==> src/rtl/mc_pkg.sv <==
// Shared encodings for the multicycle controller: FSM states, opcode/funct fields, ALU codes.
package mc_pkg;

  typedef enum logic [3:0] {
    S_FETCH   = 4'd0,
    S_DECODE  = 4'd1,
    S_MEMADR  = 4'd2,
    S_MEMRD   = 4'd3,
    S_MEMWB   = 4'd4,
    S_MEMWR   = 4'd5,
    S_RTEXE   = 4'd6,
    S_RTWB    = 4'd7,
    S_IEXE    = 4'd8,
    S_IWB     = 4'd9,
    S_BRANCH  = 4'd10,
    S_JUMP    = 4'd11,
    S_JR      = 4'd12,
    S_JAL     = 4'd13,
    S_ILLEGAL = 4'd14
  } state_t;

  localparam logic [5:0] OP_RTYPE = 6'b000000;
  localparam logic [5:0] OP_J     = 6'b000010;
  localparam logic [5:0] OP_JAL   = 6'b000011;
  localparam logic [5:0] OP_BLEU  = 6'b000110;
  localparam logic [5:0] OP_NORI  = 6'b001110;
  localparam logic [5:0] OP_LW    = 6'b100011;
  localparam logic [5:0] OP_SW    = 6'b101011;

  localparam logic [5:0] FN_ADD  = 6'b100000;
  localparam logic [5:0] FN_AND  = 6'b100100;
  localparam logic [5:0] FN_NOR  = 6'b100111;
  localparam logic [5:0] FN_NOT  = 6'b101000;
  localparam logic [5:0] FN_ROLV = 6'b000100;
  localparam logic [5:0] FN_RORV = 6'b000110;
  localparam logic [5:0] FN_JR   = 6'b001000;

  localparam logic [4:0] ALU_ADD   = 5'b00000;
  localparam logic [4:0] ALU_AND   = 5'b00001;
  localparam logic [4:0] ALU_NOR   = 5'b00010;
  localparam logic [4:0] ALU_NOT   = 5'b00011;
  localparam logic [4:0] ALU_ROLV  = 5'b00100;
  localparam logic [4:0] ALU_RORV  = 5'b00101;
  localparam logic [4:0] ALU_BLEU  = 5'b00110;
  localparam logic [4:0] ALU_NORI  = 5'b00111;
  localparam logic [4:0] ALU_PASSA = 5'b01000;

endpackage

==> src/rtl/multicycle_control_if.sv <==
// Controller <-> datapath bundle: instruction fields and compare result in, control lines out.
interface multicycle_control_if;
  logic [5:0] opcode;
  logic [5:0] funct;
  logic       branchTaken;
  logic       PCWrite, IorD, IRWrite, memWrite, memToReg, regWrite, regDst, ALUSrcA, jump, jumpReg;
  logic [1:0] ALUSrcB, PCSrc;
  logic [4:0] ALUControl;
  logic [3:0] state;
  logic       illegalOp;

  modport master (
    input  opcode, funct, branchTaken,
    output PCWrite, IorD, IRWrite, memWrite, memToReg, regWrite, regDst, ALUSrcA, jump, jumpReg,
    output ALUSrcB, PCSrc, ALUControl, state, illegalOp
  );

  modport slave (
    output opcode, funct, branchTaken,
    input  PCWrite, IorD, IRWrite, memWrite, memToReg, regWrite, regDst, ALUSrcA, jump, jumpReg,
    input  ALUSrcB, PCSrc, ALUControl, state, illegalOp
  );
endinterface

==> src/rtl/alu_decode.sv <==
// R-type funct to ALU operation decode; legal flags the functs the RTEXE path supports.
module alu_decode
  import mc_pkg::*;
(
  input  logic [5:0] funct,
  output logic [4:0] alu_control,
  output logic       legal
);

  always_comb begin
    alu_control = ALU_ADD;
    legal       = 1'b1;
    case (funct)
      FN_ADD:  alu_control = ALU_ADD;
      FN_AND:  alu_control = ALU_AND;
      FN_NOR:  alu_control = ALU_NOR;
      FN_NOT:  alu_control = ALU_NOT;
      FN_ROLV: alu_control = ALU_ROLV;
      FN_RORV: alu_control = ALU_RORV;
      default: legal = 1'b0;
    endcase
  end

endmodule

==> src/rtl/multicycle_control.sv <==
// Multicycle CPU control FSM with Moore output decode and a sticky illegal-instruction flag.
module multicycle_control
  import mc_pkg::*;
(
  input  logic          clock,
  input  logic          reset_n,
  multicycle_control_if.master bus
);

  state_t     state_q, state_d;
  logic       illegal_q;
  logic [4:0] rt_alu;
  logic       rt_legal;

  alu_decode u_alu_decode (
    .funct       (bus.funct),
    .alu_control (rt_alu),
    .legal       (rt_legal)
  );

  always_ff @(posedge clock or negedge reset_n) begin
    if (!reset_n) begin
      state_q   <= S_FETCH;
      illegal_q <= 1'b0;
    end else begin
      state_q <= state_d;
      if (state_q == S_ILLEGAL) illegal_q <= 1'b1;
    end
  end

  always_comb begin
    state_d = S_FETCH;
    case (state_q)
      S_FETCH:  state_d = S_DECODE;
      S_DECODE: begin
        case (bus.opcode)
          OP_LW, OP_SW: state_d = S_MEMADR;
          OP_RTYPE: begin
            if (bus.funct == FN_JR) state_d = S_JR;
            else if (rt_legal)      state_d = S_RTEXE;
            else                    state_d = S_ILLEGAL;
          end
          OP_NORI: state_d = S_IEXE;
          OP_BLEU: state_d = S_BRANCH;
          OP_J:    state_d = S_JUMP;
          OP_JAL:  state_d = S_JAL;
          default: state_d = S_ILLEGAL;
        endcase
      end
      S_MEMADR: state_d = (bus.opcode == OP_LW) ? S_MEMRD : S_MEMWR;
      S_MEMRD:  state_d = S_MEMWB;
      S_RTEXE:  state_d = S_RTWB;
      S_IEXE:   state_d = S_IWB;
      default:  state_d = S_FETCH;
    endcase
  end

  // Output decode depends on state only, except PCWrite in BRANCH.
  always_comb begin
    bus.PCWrite    = 1'b0;
    bus.IorD       = 1'b0;
    bus.IRWrite    = 1'b0;
    bus.memWrite   = 1'b0;
    bus.memToReg   = 1'b0;
    bus.regWrite   = 1'b0;
    bus.regDst     = 1'b0;
    bus.ALUSrcA    = 1'b0;
    bus.jump       = 1'b0;
    bus.jumpReg    = 1'b0;
    bus.ALUSrcB    = 2'b00;
    bus.PCSrc      = 2'b00;
    bus.ALUControl = ALU_ADD;
    case (state_q)
      S_FETCH: begin
        bus.IRWrite = 1'b1;
        bus.ALUSrcB = 2'b01;
        bus.PCWrite = 1'b1;
      end
      S_MEMADR: begin
        bus.ALUSrcA = 1'b1;
        bus.ALUSrcB = 2'b10;
      end
      S_MEMRD: begin
        bus.IorD    = 1'b1;
        bus.ALUSrcA = 1'b1;
        bus.ALUSrcB = 2'b10;
      end
      S_MEMWB: begin
        bus.regWrite = 1'b1;
        bus.memToReg = 1'b1;
      end
      S_MEMWR: begin
        bus.IorD     = 1'b1;
        bus.memWrite = 1'b1;
        bus.ALUSrcA  = 1'b1;
        bus.ALUSrcB  = 2'b10;
      end
      S_RTEXE: begin
        bus.ALUSrcA    = 1'b1;
        bus.ALUControl = rt_alu;
      end
      S_RTWB: begin
        bus.regWrite   = 1'b1;
        bus.regDst     = 1'b1;
        bus.ALUSrcA    = 1'b1;
        bus.ALUControl = rt_alu;
      end
      S_IEXE: begin
        bus.ALUSrcA    = 1'b1;
        bus.ALUSrcB    = 2'b10;
        bus.ALUControl = ALU_NORI;
      end
      S_IWB: begin
        bus.regWrite   = 1'b1;
        bus.ALUSrcA    = 1'b1;
        bus.ALUSrcB    = 2'b10;
        bus.ALUControl = ALU_NORI;
      end
      S_BRANCH: begin
        bus.ALUSrcA    = 1'b1;
        bus.ALUControl = ALU_BLEU;
        bus.PCSrc      = 2'b11;
        bus.PCWrite    = bus.branchTaken;
      end
      S_JUMP: begin
        bus.PCSrc   = 2'b01;
        bus.PCWrite = 1'b1;
      end
      S_JR: begin
        bus.jumpReg = 1'b1;
        bus.PCSrc   = 2'b10;
        bus.PCWrite = 1'b1;
      end
      // ALU passes PC (already PC+4) through so the link write sees the pre-jump value.
      S_JAL: begin
        bus.jump       = 1'b1;
        bus.regWrite   = 1'b1;
        bus.ALUControl = ALU_PASSA;
        bus.PCSrc      = 2'b01;
        bus.PCWrite    = 1'b1;
      end
      default: ;
    endcase
  end

  assign bus.state     = state_q;
  assign bus.illegalOp = illegal_q;

endmodule

==> src/flat_wrapper.sv <==
// flat-port wrapper written by rule: the top's interface ports become plain ports
module multicycle_control_flat import mc_pkg::*;
  (clock, reset_n, bus_opcode, bus_funct, bus_branchTaken, bus_PCWrite, bus_IorD, bus_IRWrite, bus_memWrite, bus_memToReg, bus_regWrite, bus_regDst, bus_ALUSrcA, bus_jump, bus_jumpReg, bus_ALUSrcB, bus_PCSrc, bus_ALUControl, bus_state, bus_illegalOp);
  multicycle_control_if bus_i ();
  input  logic clock;
  input  logic reset_n;
  input wire logic [$bits(bus_i.opcode)-1:0] bus_opcode;
  input wire logic [$bits(bus_i.funct)-1:0] bus_funct;
  input wire logic [$bits(bus_i.branchTaken)-1:0] bus_branchTaken;
  output wire logic [$bits(bus_i.PCWrite)-1:0] bus_PCWrite;
  output wire logic [$bits(bus_i.IorD)-1:0] bus_IorD;
  output wire logic [$bits(bus_i.IRWrite)-1:0] bus_IRWrite;
  output wire logic [$bits(bus_i.memWrite)-1:0] bus_memWrite;
  output wire logic [$bits(bus_i.memToReg)-1:0] bus_memToReg;
  output wire logic [$bits(bus_i.regWrite)-1:0] bus_regWrite;
  output wire logic [$bits(bus_i.regDst)-1:0] bus_regDst;
  output wire logic [$bits(bus_i.ALUSrcA)-1:0] bus_ALUSrcA;
  output wire logic [$bits(bus_i.jump)-1:0] bus_jump;
  output wire logic [$bits(bus_i.jumpReg)-1:0] bus_jumpReg;
  output wire logic [$bits(bus_i.ALUSrcB)-1:0] bus_ALUSrcB;
  output wire logic [$bits(bus_i.PCSrc)-1:0] bus_PCSrc;
  output wire logic [$bits(bus_i.ALUControl)-1:0] bus_ALUControl;
  output wire logic [$bits(bus_i.state)-1:0] bus_state;
  output wire logic [$bits(bus_i.illegalOp)-1:0] bus_illegalOp;
  assign bus_i.opcode = bus_opcode;
  assign bus_i.funct = bus_funct;
  assign bus_i.branchTaken = bus_branchTaken;
  assign bus_PCWrite = bus_i.PCWrite;
  assign bus_IorD = bus_i.IorD;
  assign bus_IRWrite = bus_i.IRWrite;
  assign bus_memWrite = bus_i.memWrite;
  assign bus_memToReg = bus_i.memToReg;
  assign bus_regWrite = bus_i.regWrite;
  assign bus_regDst = bus_i.regDst;
  assign bus_ALUSrcA = bus_i.ALUSrcA;
  assign bus_jump = bus_i.jump;
  assign bus_jumpReg = bus_i.jumpReg;
  assign bus_ALUSrcB = bus_i.ALUSrcB;
  assign bus_PCSrc = bus_i.PCSrc;
  assign bus_ALUControl = bus_i.ALUControl;
  assign bus_state = bus_i.state;
  assign bus_illegalOp = bus_i.illegalOp;
  multicycle_control u_core (.clock(clock), .reset_n(reset_n), .bus(bus_i));
endmodule
==> config.mk <==
export PLATFORM = sky130hd
export DESIGN_NAME = multicycle_control_flat
export DESIGN_NICKNAME = d
export VERILOG_FILES = /design/src/rtl/mc_pkg.sv /design/src/rtl/multicycle_control_if.sv /design/src/rtl/alu_decode.sv /design/src/rtl/multicycle_control.sv /design/src/flat_wrapper.sv
export SDC_FILE = /design/constraint.sdc
export NUM_CORES = 1
export LEC_CHECK = 0
export CELL_PAD_IN_SITES_DETAIL_PLACEMENT = 0
export CELL_PAD_IN_SITES_GLOBAL_PLACEMENT = 1
export CORE_MARGIN = 5
export CORE_UTILIZATION = 24
export DETAILED_ROUTE_END_ITERATION = 6
export GPL_ROUTABILITY_DRIVEN = 1
export PLACE_DENSITY = 0.85
export SLEW_MARGIN = 20
export SYNTH_ARGS = -nofsm -noshare
export SYNTH_HDL_FRONTEND = slang
export SYNTH_SLANG_ARGS = --single-unit
==> constraint.sdc <==
create_clock -name clock -period 1.7 [get_ports clock]
set_clock_uncertainty 0.1 [all_clocks]
set_input_delay 0.425 -clock clock [delete_from_list [all_inputs] [get_ports clock]]
set_output_delay 0.425 -clock clock [all_outputs]
set_load 0.01 [all_outputs]
Yosys cells after proc, flatten, opt, wreduce, memory -nomap -nowiden. Index checks and enable logic that the tools add are counted.

Register bits after elaboration: 5. Input port bits: 15. Output and inout bits: 24. Word-level logic and storage cells: 61.

Equality and inequality tests: 27. Muxes and demuxes: 20. Reductions and logical operators: 12.

Operator list (count): one-hot mux 4 bit (6 select lines) (2); equality test 6 bit (second input constant) (6); equality test 4 bit (second input constant) (7); equality test 6 x 3 -> 1 bit (second input constant) (3); equality test 4 x 3 -> 1 bit (second input constant) (4); one-hot mux 4 bit (4 select lines) (1); one-hot mux 3 bit (5 select lines) (1); equality test 6 x 2 -> 1 bit (second input constant) (2); equality test 6 x 4 -> 1 bit (second input constant) (2); two-way mux 1 bit (10); OR reduction 2 bit (5); equality test 4 x 2 -> 1 bit (second input constant) (2); two-way mux 4 bit (2); OR reduction 4 bit (2); OR reduction 8 bit (1); logical NOT 6 bit (1); one-hot mux 2 bit (3 select lines) (1); OR reduction 6 bit (1); OR reduction 5 bit (1); equality test 4 x 1 -> 1 bit (second input constant) (1); logical NOT 4 bit (1); one-hot mux 2 bit (2 select lines) (1); two-way mux 3 bit (1); one-hot mux 1 bit (2 select lines) (1).

Logic depth before layout (Yosys ltp).
Word-level depth: 7. Mapped depth: 5. Depth with buffers taken out: 4.

Cells and area by module. From an unflattened synthesis, not the netlist that was laid out.

Cell total of the unflattened synthesis: 114. Area total of the unflattened synthesis: 788.3 sq um.

By module, submodules not included: multicycle_control (times used 1, cells each 93, area each 653.1 sq um, sequential area each 125.1 sq um); alu_decode (times used 1, cells each 21, area each 135.1 sq um, sequential area each 0.0 sq um).

Worst setup path after synthesis. Ideal clock, no wire load.

Path kind: flip-flop to output port. From: register u_core.state_q[3], in the netlist u_core.bus.state[3]. To: output port bus_ALUControl[2]. Arrival time: 1.329 ns. Required time: 1.175 ns. Setup slack: -0.154 ns. Cell stages (with the launch flop): 5. Path buffers: 0. Path through: dfrtp_1 -> nor2b_1 -> nand2_1 -> or3_1 -> o31ai_1.

Word-level cells in the longest chain between the ends: 3. Elaborated cells on any way between the ends: 9. Those cells by class: 6 x eq/ne; 1 x mux; 2 x reduce/logical.

RTL lines: from (decl) (line multicycle_control.sv:10) `state_t state_q, state_d;`; from (signal assigned) (line multicycle_control.sv:26) `state_q <= state_d;`; equality test 4 bit / equality test 4 x 3 -> 1 bit (equally long branches) (line multicycle_control.sv:73) `case (state_q)`; OR reduction 2 bit (no line); one-hot mux 4 bit (4 select lines) * (line multicycle_control.sv:73); to (decl) (line flat_wrapper.sv:22) `output wire logic [$bits(bus_i.ALUControl)-1:0] bus_ALUControl;`.

Mark *: on every way between the ends. The rest lies on a longest branch, timed or not.

Final worst setup path. Ends and elaborated chain as after synthesis.

==> results.yml <==
power:
  sw_frac_of_total_pct: 45.6
  irDropWorstVdd_mv: 0.827
  p_switching_mw: 1.01
  power_density_mw_per_mm2: 1420
  power.leakage_nw: 0.735
  internal_power_mw: 1.21
  power.clock.fraction_pct: 6.2
  pwr-share-comb_pct: 84.0
  power_frac_seq_pct: 9.7
  finalPower_mw: 2.22
clock_network:
  cts-root-buf: "sky130_fd_sc_hd__clkbuf_4"
  worstSkewPairLatency_ns: 0.24
  clock_path_buffers: 2
  post_cts_hold_buffer_count: 0
  cts_num_sinks: 5
  cts_made_buffers: 3
  tritoncts: "built"
  htree_levels: 1
  clkSlewWorstSetupHoldPaths_ns: 0.04
worst_setup_path:
  worstSetupEndpointType: "output port"
  cp-start-kind: "flip-flop"
  timing_worst_setup_path_type: "flip-flop to output port"
  rr_worst_depth: 7
  critical_path_peak_fanout: 2
  cp.arrival_ns: 1.53
  critPathRequiredTime_ns: 1.17
yosys:
  ys_top_cells_by_area: "sky130_fd_sc_hd__dfrtp_1 18%, sky130_fd_sc_hd__nor2_1 8.8%, sky130_fd_sc_hd__nand2b_1 8.2%"
  synthesis.yosys.warnings: 0
  ffs_w_async_s_r_synth_pct: 100
  synthesis.instances: 107
  average_cell_area_after_synthesis_um2: 6.38
  seq_area_frac_synth_pct: 18.3
  mappedNetlistArea_um2: 683
  netlist.top_cell.by_area: "sky130_fd_sc_hd__dfrtp_1"
  yosysTopAreaCellShare_pct: 18.3
  syn-num-nets: 122
  synth_flop_cell: "sky130_fd_sc_hd__dfrtp_1"
  yosys_register_bits: 5
  synthDistinctLibCells: 33
  synth-edff-count: 0
routing:
  ant_nets: 0
  route.final.wire_length_um: 2960
  post_drt_via_cell_ratio: 4.95
  drtIter0Drc: 39
  wl_per_cell_um: 13.5
  detail_route.drc_violations: 0
  first_pass_iters: 5
  vias: 1085
timing:
  finalHoldViolations: 0
  hold_ws_ns: 0.301
  final_critical_path_setup_slack_ns: -0.359
  post-route-period-util_pct: 121
  fin_setup_tns_ns: -3.02
  unrepaired_setup_endpoints_after_global_routing: "true"
  timing.final.setup_violations: 18
  max_slew_violation_count: 0
  fin_crit_ns: 2.06
  achievable-frequency_mhz: 486
status:
  violated_checks: "setup timing"
  outcome: "finished, violations left"
final_layout:
  n_antenna_cell: 0
  post_route_cells_drive_above_1_share_pct: 54.8
  fin_cells: 219
  final_design_area_no_fill_mm2: 0.00157
  relative_area_change_from_synthesis_to_final_layout_pct: 129
  post-route-util_pct: 57.3
  design.final.nets: 204
floorplanning:
  start_util_pct: 25.0
  number_of_standard_cell_rows_in_the_floorplan: 19
  die-width_um: 63.4
  die_y_um: 63.4
  top_level_ports: 39
  core_area_mm2: 0.00273
  fp.dieArea_mm2: 0.00401
placement:
  dp_cells: 202
  dp_slack_ns: -1.11
  dp.final_hpwl_um: 2060
  placed_area_mm2: 0.00135
  routabilityCongestion: 0.747
  placement.io_buffers: 37
grt:
  grt_max_degree: 16
  grt_remaining_overflow: 0
  first_global_vias: 1087
  initial_antenna_violation_count: 0
  grt.total_usage_pct: 14.4
  grt_first_pass_wirelength_um: 4890
job:
  max_cap_violations: 0
min_path:
  worst_hold_path_type: "input port to async pin"
==> sequential cells by signal, summed over array words and instances, names as in the netlist <==
| register | cells |
|---|---|
| u_core.bus.illegalOp | 1 |
| u_core.bus.state | 4 |
==> routing by layer <==
layer | global-route usage (%) | routed length [um]
met1 | 15.3 | 1160
met2 | 26.5 | 1560
met3 | 3.91 | 217
met4 | 5.71 | 19
met5 | 0 | 0
==> placed cells by master, fill, tap and decap left out, types with 2 or more instances in the layout <==
cell type,n
sky130_fd_sc_hd__nor2_2,4
sky130_fd_sc_hd__nor2_4,2
sky130_fd_sc_hd__nor3_1,3
sky130_fd_sc_hd__clkbuf_4,3
sky130_fd_sc_hd__nand2_1,7
sky130_fd_sc_hd__a21oi_2,2
sky130_fd_sc_hd__a21oi_1,5
sky130_fd_sc_hd__nor2b_1,4
sky130_fd_sc_hd__o21ai_1,3
sky130_fd_sc_hd__buf_2,18
sky130_fd_sc_hd__clkdlybuf4s15_1,3
sky130_fd_sc_hd__nand4_1,2
sky130_fd_sc_hd__dlygate4sd2_1,9
sky130_fd_sc_hd__dfrtp_2,2
sky130_fd_sc_hd__xor2_1,2
sky130_fd_sc_hd__clkdlybuf4s50_1,5
sky130_fd_sc_hd__nand3_1,3
sky130_fd_sc_hd__nor2_1,10
sky130_fd_sc_hd__or3_1,2
sky130_fd_sc_hd__buf_4,35
sky130_fd_sc_hd__nand2b_4,3
sky130_fd_sc_hd__nand2_4,2
sky130_fd_sc_hd__buf_6,11
sky130_fd_sc_hd__o21ai_2,2
sky130_fd_sc_hd__nand2b_1,6
sky130_fd_sc_hd__nand2_2,2
sky130_fd_sc_hd__clkdlybuf4s15_2,2
sky130_fd_sc_hd__nor4_4,2
sky130_fd_sc_hd__o21ai_0,3
sky130_fd_sc_hd__nor2b_2,2
sky130_fd_sc_hd__dfrtp_1,3
==> cell usage after synthesis, types with 2 or more instances <==
library cell and count:
sky130_fd_sc_hd__nor2_1 16, sky130_fd_sc_hd__nand2_1 11, sky130_fd_sc_hd__nand2b_1 9, sky130_fd_sc_hd__o21ai_0 8
sky130_fd_sc_hd__a21oi_1 7, sky130_fd_sc_hd__nor2b_1 7, sky130_fd_sc_hd__dfrtp_1 5, sky130_fd_sc_hd__nor3_1 5
sky130_fd_sc_hd__buf_2 3, sky130_fd_sc_hd__clkbuf_1 3, sky130_fd_sc_hd__nand3_1 3, sky130_fd_sc_hd__nor4_1 3
sky130_fd_sc_hd__or3_1 3, sky130_fd_sc_hd__a22oi_1 2, sky130_fd_sc_hd__inv_1 2, sky130_fd_sc_hd__nand4_1 2
sky130_fd_sc_hd__xor2_1 2
==> cell type report <==
class                           count  area [um^2]
Timing Repair Buffer               84          673
Tap cell                           31         38.8
Clock buffer                        4         26.3
Multi-Input combinational cell     93          684
Sequential cell                     5          128
Fill cell                         257         1170
Inverter                            2         15.0
==> critical path, cell delays in order (launching register included) <==
cell and delay, ns:
sky130_fd_sc_hd__dfrtp_2 0.42, sky130_fd_sc_hd__nor2b_2 0.14, sky130_fd_sc_hd__nand2_2 0.06, sky130_fd_sc_hd__or3_4 0.34, sky130_fd_sc_hd__o31ai_2 0.17, sky130_fd_sc_hd__buf_2 0.17
==> logic make-up (layout without fill, tap and decap cells) <==
| group | Yosys count | in the layout | synth area share, % |
|---|---|---|---|
| xor+xnor | 2 | 2 | 2.56 |
| buf+inv | 9 | 90 | 6.04 |
| flops | 5 | 5 | 18.3 |
| simple gates | 64 | 64 | 48.7 |
| other cells | 1 | 1 | 0.549 |
| compound gates | 26 | 26 | 23.8 |
==> timing repair <==
| item | in CTS | in global routing |
|---|---|---|
| resized for setup | 130 | 19 |
| buffers inserted | 10 | 3 |
| pin swaps | 10 | 8 |
| gates cloned | 1 | 0 |
| endpoints found under the setup margin | 24 | 19 |
==> path summary, 6_finish.rpt <==
| path | slack (ns) | start | endpoint |
|---|---|---|---|
| worst max register to register | 0.08 | u_core.bus.state[1]$_DFF_PN0_ | u_core.bus.state[1]$_DFF_PN0_ |
| worst max-delay path | -0.36 | u_core.bus.state[3]$_DFF_PN0_ | bus_ALUControl[2] |
| max in group asynchronous | 0.99 | reset_n | u_core.bus.state[1]$_DFF_PN0_ |
| worst min-delay path | 0.30 | reset_n | u_core.bus.state[0]$_DFF_PN0_ |
| min in group clock | 0.37 | u_core.bus.illegalOp$_DFFE_PN0N_ | u_core.bus.illegalOp$_DFFE_PN0N_ |
| worst min register to register | 0.37 | u_core.bus.illegalOp$_DFFE_PN0N_ | u_core.bus.illegalOp$_DFFE_PN0N_ |
==> power by group through the flow <==
| stage | combinational, mW | sequential (mW) | clock (mW) |
|---|---|---|---|
| after floorplan | 0.678 | 0.227 | 0 |
| after global routing | 2.02 | 0.224 | 0.152 |
| final | 1.86 | 0.216 | 0.138 |
| after global placement | 1.49 | 0.204 | 0 |
| after detailed placement | 1.51 | 0.208 | 0 |
| after CTS | 1.68 | 0.213 | 0.145 |
(Power assumes the default switching activity.)
